[src/rtl/cnf_truth_table_sweeper.sv]
// rtl/cnf_truth_table_sweeper.sv - exhaustive truth-table sweeper and checker for an N_IN/N_OUT combinational circuit
//
// Walks every input vector 0 .. 2^N_IN-1 in ascending order on stim. It holds
// each vector for SETTLE+1 cycles and samples resp on the last edge of that
// window. It builds the captured table in tt_out and compares it against exp_tt.
//
// Ports:
//   clk        rising-edge clock
//   rst_n      asynchronous active-low reset
//   start      request a sweep; only honoured in IDLE
//   exp_tt     expected table, bit o*2^N_IN+i = expected f_o for vector i
//   stim       circuit inputs, stim[k] drives xk; equals the current vector index
//   resp       circuit outputs, resp[o] is fo
//   busy       high while sweeping
//   done       one-cycle completion pulse
//   pass       1 when no vector mismatched; valid from done until next start
//   tt_out     captured table, same layout as exp_tt
//   fail_cnt   number of vectors with any mismatching output bit
//   first_fail lowest mismatching vector index, 0 if none
module cnf_truth_table_sweeper #(
  parameter int N_IN   = 4,
  parameter int N_OUT  = 5,
  parameter int SETTLE = 1
) (
  input  logic                         clk,
  input  logic                         rst_n,
  input  logic                         start,
  input  logic [N_OUT*(2**N_IN)-1:0]   exp_tt,
  output logic [N_IN-1:0]              stim,
  input  logic [N_OUT-1:0]             resp,
  output logic                         busy,
  output logic                         done,
  output logic                         pass,
  output logic [N_OUT*(2**N_IN)-1:0]   tt_out,
  output logic [N_IN:0]                fail_cnt,
  output logic [N_IN-1:0]              first_fail
);

  localparam int NV = 2**N_IN;
  localparam int CW = (SETTLE < 1) ? 1 : $clog2(SETTLE + 1);

  localparam logic [CW-1:0] CNT_LAST = CW'(SETTLE);
  // idx carries one extra bit so the terminal compare never aliases with 0.
  localparam logic [N_IN:0] IDX_LAST = (N_IN+1)'(NV - 1);
  localparam logic [N_IN:0] FAIL_MAX = (N_IN+1)'(NV);

  typedef enum logic [1:0] {
    ST_IDLE,
    ST_RUN,
    ST_DONE
  } state_t;

  state_t            state;
  state_t            state_nxt;
  logic [N_IN:0]     idx;
  logic [CW-1:0]     cnt;
  logic [N_IN-1:0]   vidx;
  logic [NV-1:0]     tt_row [N_OUT];
  logic [N_OUT-1:0]  exp_vec;
  logic              sample;
  logic              last;
  logic              mismatch;
  logic [N_IN:0]     fail_nxt;

  assign vidx = idx[N_IN-1:0];

  // Per-output rows: pick the expected bit for the current vector and
  // expose the captured rows in the flat table layout.
  for (genvar o = 0; o < N_OUT; o++) begin : g_row
    logic [NV-1:0] exp_row;
    assign exp_row                = exp_tt[o*NV +: NV];
    assign exp_vec[o]             = exp_row[vidx];
    assign tt_out[o*NV +: NV]     = tt_row[o];
  end

  assign sample   = (state == ST_RUN) && (cnt == CNT_LAST);
  assign last     = (idx == IDX_LAST);
  assign mismatch = (resp != exp_vec);
  assign fail_nxt = (mismatch && (fail_cnt != FAIL_MAX)) ? fail_cnt + 1'b1 : fail_cnt;

  always_ff @(posedge clk or negedge rst_n) begin
    if (!rst_n) begin
      state <= ST_IDLE;
    end else begin
      state <= state_nxt;
    end
  end

  always_comb begin
    state_nxt = state;
    stim      = '0;
    busy      = 1'b0;
    done      = 1'b0;
    case (state)
      ST_IDLE: begin
        if (start) begin
          state_nxt = ST_RUN;
        end
      end
      ST_RUN: begin
        stim = vidx;
        busy = 1'b1;
        if (sample && last) begin
          state_nxt = ST_DONE;
        end
      end
      ST_DONE: begin
        done      = 1'b1;
        state_nxt = ST_IDLE;
      end
      default: begin
        state_nxt = ST_IDLE;
      end
    endcase
  end

  always_ff @(posedge clk or negedge rst_n) begin
    if (!rst_n) begin
      idx        <= '0;
      cnt        <= '0;
      pass       <= 1'b0;
      fail_cnt   <= '0;
      first_fail <= '0;
      for (int o = 0; o < N_OUT; o++) begin
        tt_row[o] <= '0;
      end
    end else begin
      case (state)
        ST_IDLE: begin
          if (start) begin
            idx        <= '0;
            cnt        <= '0;
            pass       <= 1'b0;
            fail_cnt   <= '0;
            first_fail <= '0;
            for (int o = 0; o < N_OUT; o++) begin
              tt_row[o] <= '0;
            end
          end
        end
        ST_RUN: begin
          if (sample) begin
            for (int o = 0; o < N_OUT; o++) begin
              tt_row[o][vidx] <= resp[o];
            end
            fail_cnt <= fail_nxt;
            if (mismatch && (fail_cnt == '0)) begin
              first_fail <= vidx;
            end
            cnt <= '0;
            // Verdict is latched with the final count so it is already
            // valid in the done cycle.
            if (last) begin
              pass <= (fail_nxt == '0);
            end else begin
              idx <= idx + 1'b1;
            end
          end else begin
            cnt <= cnt + 1'b1;
          end
        end
        default: begin
        end
      endcase
    end
  end

endmodule

[config.mk]
export PLATFORM = sky130hd
export DESIGN_NAME = cnf_truth_table_sweeper
export DESIGN_NICKNAME = d
export VERILOG_FILES = /design/src/rtl/cnf_truth_table_sweeper.sv
export SDC_FILE = /design/constraint.sdc
export NUM_CORES = 1
export LEC_CHECK = 0
export CAP_MARGIN = 20
export CORE_MARGIN = 1
export CORE_UTILIZATION = 40
export DETAILED_ROUTE_END_ITERATION = 8
export GPL_ROUTABILITY_DRIVEN = 0
export PLACE_DENSITY = 0.73
export SETUP_SLACK_MARGIN = 0.2
export SYNTH_ARGS = -nofsm -noshare
export SYNTH_HDL_FRONTEND = slang
export SYNTH_SLANG_ARGS = --single-unit
[constraint.sdc]
create_clock -name clk -period 8.2 [get_ports clk]
set_input_delay 1.64 -clock clk [delete_from_list [all_inputs] [get_ports clk]]
set_output_delay 1.64 -clock clk [all_outputs]
set_load 0.01 [all_outputs]
==> run_results.csv, run 1 <==
group,metric,value,unit
synthesis,netlist_instances,478,
outcome,outcome,"finished, final reports clean",
routing,wl_per_cell,18.1,um
timing,timing.fmax,0.223,GHz
timing,fin_tns_setup,0,ns
floorplanning,die_h,113,um
final_layout,fin_nets,744,
timing,period_share,54.6,%
global_route,grtUsageTotal,23.3,%
routing,drtIter0Drc,402,
clock_network,cts.sink_count,98,
floorplanning,pin_count,184,
worst_setup_path,crit_fanout,32,
worst_hold_path,hp-class,"flip-flop to flip-flop",
clock_network,cts_hold_buf,0,
global_route,antenna_found_initial,0,
worst_setup_path,start_kind,"flip-flop",
routing,drc,0,
routing,vias,4489,
synthesis,synthesis.nets,573,
clock_network,cts_resized,0,
timing,rsz0062_at_grt,"no",
synthesis,synth_edf_count,0,
synthesis,synth_compound_area_share,17.5,%
timing,drv_slew,0,
synthesis,async_reset_ff_share,100,%
synthesis,synth_xor_area_share,1.24,%
clock_network,clock_latency,0.34,ns
worst_setup_path,worstPathArrival,2.84,ns
power_and_ir_drop,p_leak,3.08,nW
routing,drt.antenna.violating_nets,0,
final_layout,antennaDiodeCount,0,
placement,hpwl,10800,um
final_layout,n_fill_cell,1040,
synthesis,syn_avg_cell_area,10.3,sq um
routing,firstDrtPassIters,5,
synthesis,ys_types,49,
timing,hold_viol_final,0,
clock_network,clkSlewWorstSetupHoldPaths,0.06,ns
timing,tightest_slew,1.06,ns
timing,setup_viol,0,
placement,place_area,0.00677,sq mm
clock_network,clk_path_buf_depth,2,
power_and_ir_drop,p_total,0.00263,W
clock_network,postCtsSetupBuffers,0,
final_layout,syn_to_final_growth,44.7,%
synthesis,synth-simple-area-share,14.0,%
worst_setup_path,worstPathRequired,6.56,ns
clock_network,cts-root-buf,"clkbuf_16",
routing,routed_via_density,5.60,
power_and_ir_drop,p_per_area,369,mW/mm^2
synthesis,synthAdderAreaFrac,1.78,%
job,maxCapViolations,0,
floorplanning,start_util,41.0,%
global_route,grt_pass1_wl,22900,um
synthesis,synth_top_family_by_area,"compound AO/OA/AOI/OAI gates",
worst_setup_path,path_class,"flip-flop to primary output",
timing,maxSlewHeadroom,29.6,%
synthesis,synth_area,0.00493,sq mm
placement,dp_slack,3.94,ns
timing,worst_slack,3.72,ns
clock_network,cts-htree-levels,3,
synthesis,synth_seq_cells,98,
synthesis,synth-main-ff-cell,"dfrtp_1",
clock_network,numCtsBuffers,9,
worst_setup_path,end_kind,"primary output",
global_route,grt.overflow.total,0,
timing,layout_min_cycle_time,4.48,ns
floorplanning,rows,40,
floorplanning,fp.dieArea,0.0128,sq mm
synthesis,ys_seq_area_share,49.8,%
global_route,grt_max_degree,93,
clock_network,tritoncts,"built",
final_layout,drive_gt1_share,5.81,%
routing,wirelength,14500,um
timing,fin_skew,0.00584,ns
floorplanning,core,0.0120,sq mm
placement,portBuffers,183,
floorplanning,die_w,113,um
synthesis,synthMuxAreaShare,11.0,%
power_and_ir_drop,max-vdd-ir-drop,0.000142,V
synthesis,yosysWarnings,0,
global_route,first_global_vias,4538,
final_layout,postLayoutCellArea,0.00713,sq mm
[metal layers]
metal	GRT usage [%]	vias up	routed length (um)	part of all wire, %
li1	-	2071	-	-
met1	27.7	2168	5900	41
met2	41.6	226	7300	50
met3	4.23	24	967	6.7
met4	9.65	0	360	2.5
met5	0	-	0	0
[cell families after synthesis]
| logic type | Yosys count |
|---|---|
| compound gates | 130 |
| xor+xnor | 7 |
| fa+ha+maj | 7 |
| buf+inv | 37 |
| flops | 98 |
| mux | 40 |
| simple gates | 159 |
[registers in the layout, summed over array words and instances (netlist names)]
| register | count |
|---|---|
| cnt | 1 |
| fail_cnt | 5 |
| first_fail | 4 |
| idx | 5 |
| pass | 1 |
| state | 2 |
| tt_out | 80 |
[placed cells by master (no fill, tap or decap), drive strengths merged, types with 6 or more instances in the layout]
cell           instances
nor2                  13
clkbuf                12
clkdlybuf4s50        182
nand2                107
mux2i                 27
and3                   9
dfrtp                 98
ha                     7
o21ai                 70
mux4                   8
a32o                  20
inv                   11
a21oi                  9
and2                   6
nand3                 11
a22oi                 13
[Yosys cell counts (all sizes together) (3+ instances only)]
cell type | number | share of area, %
buf | 6 | 1.1
nand3 | 11 | 1.1
o21ai | 70 | 7.1
mux4 | 8 | 4.1
dfrtp | 98 | 50
a22oi | 13 | 2.0
xor2 | 5 | 0.89
nand2 | 107 | 8.2
a32o | 20 | 4.1
inv | 11 | 0.84
mux2 | 5 | 1.4
mux2i | 27 | 5.5
a21oi | 9 | 0.91
a41oi | 3 | 0.53
nor2 | 13 | 0.99
ha | 7 | 1.8
nor2b | 5 | 0.63
and3 | 9 | 1.3
clkbuf | 19 | 2.5
and2 | 6 | 0.81
[worst max-delay path, cell delays in order (launching register included)]
cell and delay [ns]:
dfrtp_1 0.43, nand2b_1 0.34, inv_1 0.85, and2_1 0.29
clkdlybuf4s50_1 0.57
[area by class of cell]
| type | count | area [sq um] | area share [%] |
|---|---|---|---|
| sequential | 98 | 2450 | 34.4 |
| multi-input combinational | 343 | 2250 | 31.5 |
| timing repair buffer | 186 | 1870 | 26.3 |
| clock buffer | 12 | 256 | 3.60 |
| tap | 147 | 184 | 2.58 |
| clock inverter | 4 | 73.8 | 1.04 |
| inverter | 11 | 41.3 | 0.579 |
[path summary, 6_finish.rpt]
check                           cells after the start  slack, ns  startpoint     endpoint
worst max-delay path                                4       3.72    state[1]      stim[2]
worst min-delay path                                2       0.48  tt_out[35]   tt_out[35]
worst max register to register                      6       4.61    state[1]   tt_out[12]
worst min register to register                      2       0.48  tt_out[35]   tt_out[35]
max in group asynchronous                           3       6.13       rst_n  fail_cnt[4]
min in group asynchronous                           1       1.09       rst_n   tt_out[34]
[power by group]
group          total, W  internal [W]  switching, W
clock network  0.000460      0.000284      0.000176
logic           0.00133      0.000647      0.000682
registers      0.000838      0.000672      0.000166
total           0.00263       0.00160       0.00102
[through the flow]
step	instances	hold WS [ns]	util, %
after detailed placement	784	0.471	56.4
after global placement	784	0.464	56.4
after global routing	801	0.500	59.3
final	801	0.482	59.3
after CTS	800	0.486	59.1
after floorplan	478	0.476	-
(Power assumes the default switching activity.)
==> run 2, diff against run 1 <==
==> constraint.sdc (replaced) <==
create_clock -name clk -period 4.13 [get_ports clk]
set_input_delay 0.826 -clock clk [delete_from_list [all_inputs] [get_ports clk]]
set_output_delay 0.826 -clock clk [all_outputs]
set_load 0.01 [all_outputs]
==> run 2 against run 1 <==
  * First-iteration DRC count fell by 13%
  * Register-to-register slack got worse by 3.8 ns
  * Clock-buffer cell count fell by 3
  * Largest cell class unchanged
  * Final cell count rose by 0.37%
  * Critical path type unchanged
  * Critical path depth did not move
  * Clock skew rose by 0.0032 ns
==> run_results.csv, run 2 (synthesis results as in run 1) <==
group,metric,value,unit
routing,wl_per_cell,18.2,um
clock_network,cts_resized,0,
routing,drt.antenna.violating_nets,0,
clock_network,tritoncts,"built",
global_route,grt_max_degree,72,
power_and_ir_drop,p_per_area,729,mW/mm^2
worst_setup_path,crit_path_top_delay_cell,"inv_1",
worst_setup_path,worstSetupPathDepth,4,
floorplanning,core,0.0120,sq mm
clock_network,numCtsBuffers,9,
worst_setup_path,cpPeakStageDelay,0.59,ns
routing,firstDrtPassIters,6,
worst_hold_path,hp-class,"flip-flop to flip-flop",
final_layout,drive_gt1_share,6.39,%
global_route,first_global_vias,4320,
floorplanning,pin_count,184,
worst_setup_path,r2r_cells,9,
timing,setup_viol,0,
clock_network,clk_path_buf_depth,2,
timing,tightest_slew,0.918,ns
final_layout,fin_nets,747,
worst_setup_path,path_class,"flip-flop to primary output",
clock_network,cts-htree-levels,3,
routing,vias,4481,
timing,period_share,82.0,%
timing,rsz0062_at_grt,"no",
outcome,outcome,"finished, final reports clean",
global_route,grtUsageTotal,23.3,%
final_layout,final_util,59.1,%
final_layout,antennaDiodeCount,0,
worst_hold_path,whs_path_depth,2,
timing,hold_viol_final,0,
timing,maxSlewHeadroom,38.8,%
final_layout,largest_reg_flops,80,
power_and_ir_drop,max-vdd-ir-drop,0.000252,V
timing,layout_min_cycle_time,3.39,ns
placement,portBuffers,183,
worst_setup_path,worstPathArrival,2.56,ns
timing,fin_tns_setup,0,ns
worst_setup_path,cp_cell_sequence,"nand2b_1 > inv_1 > and2_1 > clkdlybuf4s50_1",
clock_network,clock_latency,0.35,ns
final_layout,final_common_cell,"clkdlybuf4s50_1",
clock_network,cts.sink_count,98,
final_layout,n_fill_cell,1011,
global_route,antenna_found_initial,0,
timing,drv_slew,0,
global_route,grt_pass1_wl,22700,um
worst_setup_path,path_buf_inv,2,
floorplanning,die_w,113,um
clock_network,cts_hold_buf,0,
clock_network,clkSlewWorstSetupHoldPaths,0.07,ns
worst_setup_path,worstPathRequired,3.30,ns
worst_setup_path,cp_top_family,"buffers and inverters",
floorplanning,rows,40,
worst_setup_path,end_kind,"primary output",
placement,hpwl,11100,um
timing,fin_skew,0.00908,ns
final_layout,syn_to_final_growth,44.1,%
routing,routed_via_density,5.57,
floorplanning,start_util,41.0,%
power_and_ir_drop,p_total,0.00518,W
timing,timing.fmax,0.295,GHz
floorplanning,die_h,113,um
worst_setup_path,crit_fanout,17,
clock_network,cts-root-buf,"clkbuf_16",
routing,drtIter0Drc,349,
global_route,grt.overflow.total,0,
job,maxCapViolations,0,
routing,drc,0,
routing,wirelength,14600,um
power_and_ir_drop,p_leak,3.07,nW
final_layout,most-common-layout-cells,"clkdlybuf4s50_1, nand2_1, dfrtp_1",
floorplanning,fp.dieArea,0.0128,sq mm
worst_setup_path,start_kind,"flip-flop",
clock_network,postCtsSetupBuffers,0,
==> run 2: cell count changes in the layout (fill, tap and decap cells not counted) <==
cell        before  now
buf_16           1    0
buf_4            3    7
bufinv_16        2    1
clkbuf_1         1    0
clkbuf_8         2    0
clkinvlp_4       0    2
inv_6            0    2
==> run 2: per-stage QoR <==
step	instance area [sq um]	cells	hold slack, ns	setup WS, ns
after floorplan	4930	478	0.476	1.28
after global placement	6800	788	0.463	0.762
after detailed placement	6800	788	0.470	0.679
after CTS	7100	804	0.485	0.758
after global routing	7100	804	0.507	0.497
final	7100	804	0.484	0.743
==> run 2: worst reg2reg max path: cells and delay by family (launching register included) <==
family | cells | cell delay, ns
buf+inv | 1 | 0.40
flops | 1 | 0.94
mux | 1 | 0.25
compound gates | 7 | 1.67
==> run 2: layout make-up <==
| class | instances | area [sq um] | area share [%] |
|---|---|---|---|
| flip-flops and latches | 98 | 2450 | 34.5 |
| multi-input cells | 343 | 2250 | 31.7 |
| repair buffers | 189 | 1870 | 26.4 |
| clock buffers | 9 | 225 | 3.17 |
| well taps | 147 | 184 | 2.59 |
| clock inverters | 7 | 76.3 | 1.07 |
| inverters | 11 | 41.3 | 0.581 |
==> run 2: per-layer routing <==
metal	part of all wire [%]	routed length, um	global-route usage [%]
met1	40	5810	28.3
met2	52	7550	42.6
met3	7.2	1060	3.80
met4	1.5	214	7.28
met5	0	0	0
==> run 2: report_power, final <==
| group | switching, W | internal [W] |
|---|---|---|
| clock network | 0.000372 | 0.000474 |
| logic | 0.00134 | 0.00130 |
| registers | 0.000354 | 0.00133 |
==> run 2: path summary, 6_finish.rpt <==
check	slack, ns	from	end
min in group asynchronous	0.60	rst_n	tt_out[28]
setup reg to reg	0.77	idx[1]	pass
max in group asynchronous	2.65	rst_n	tt_out[54]
hold reg to reg	0.48	tt_out[77]	tt_out[77]
hold / removal	0.48	tt_out[77]	tt_out[77]
setup / recovery	0.74	state[1]	stim[2]
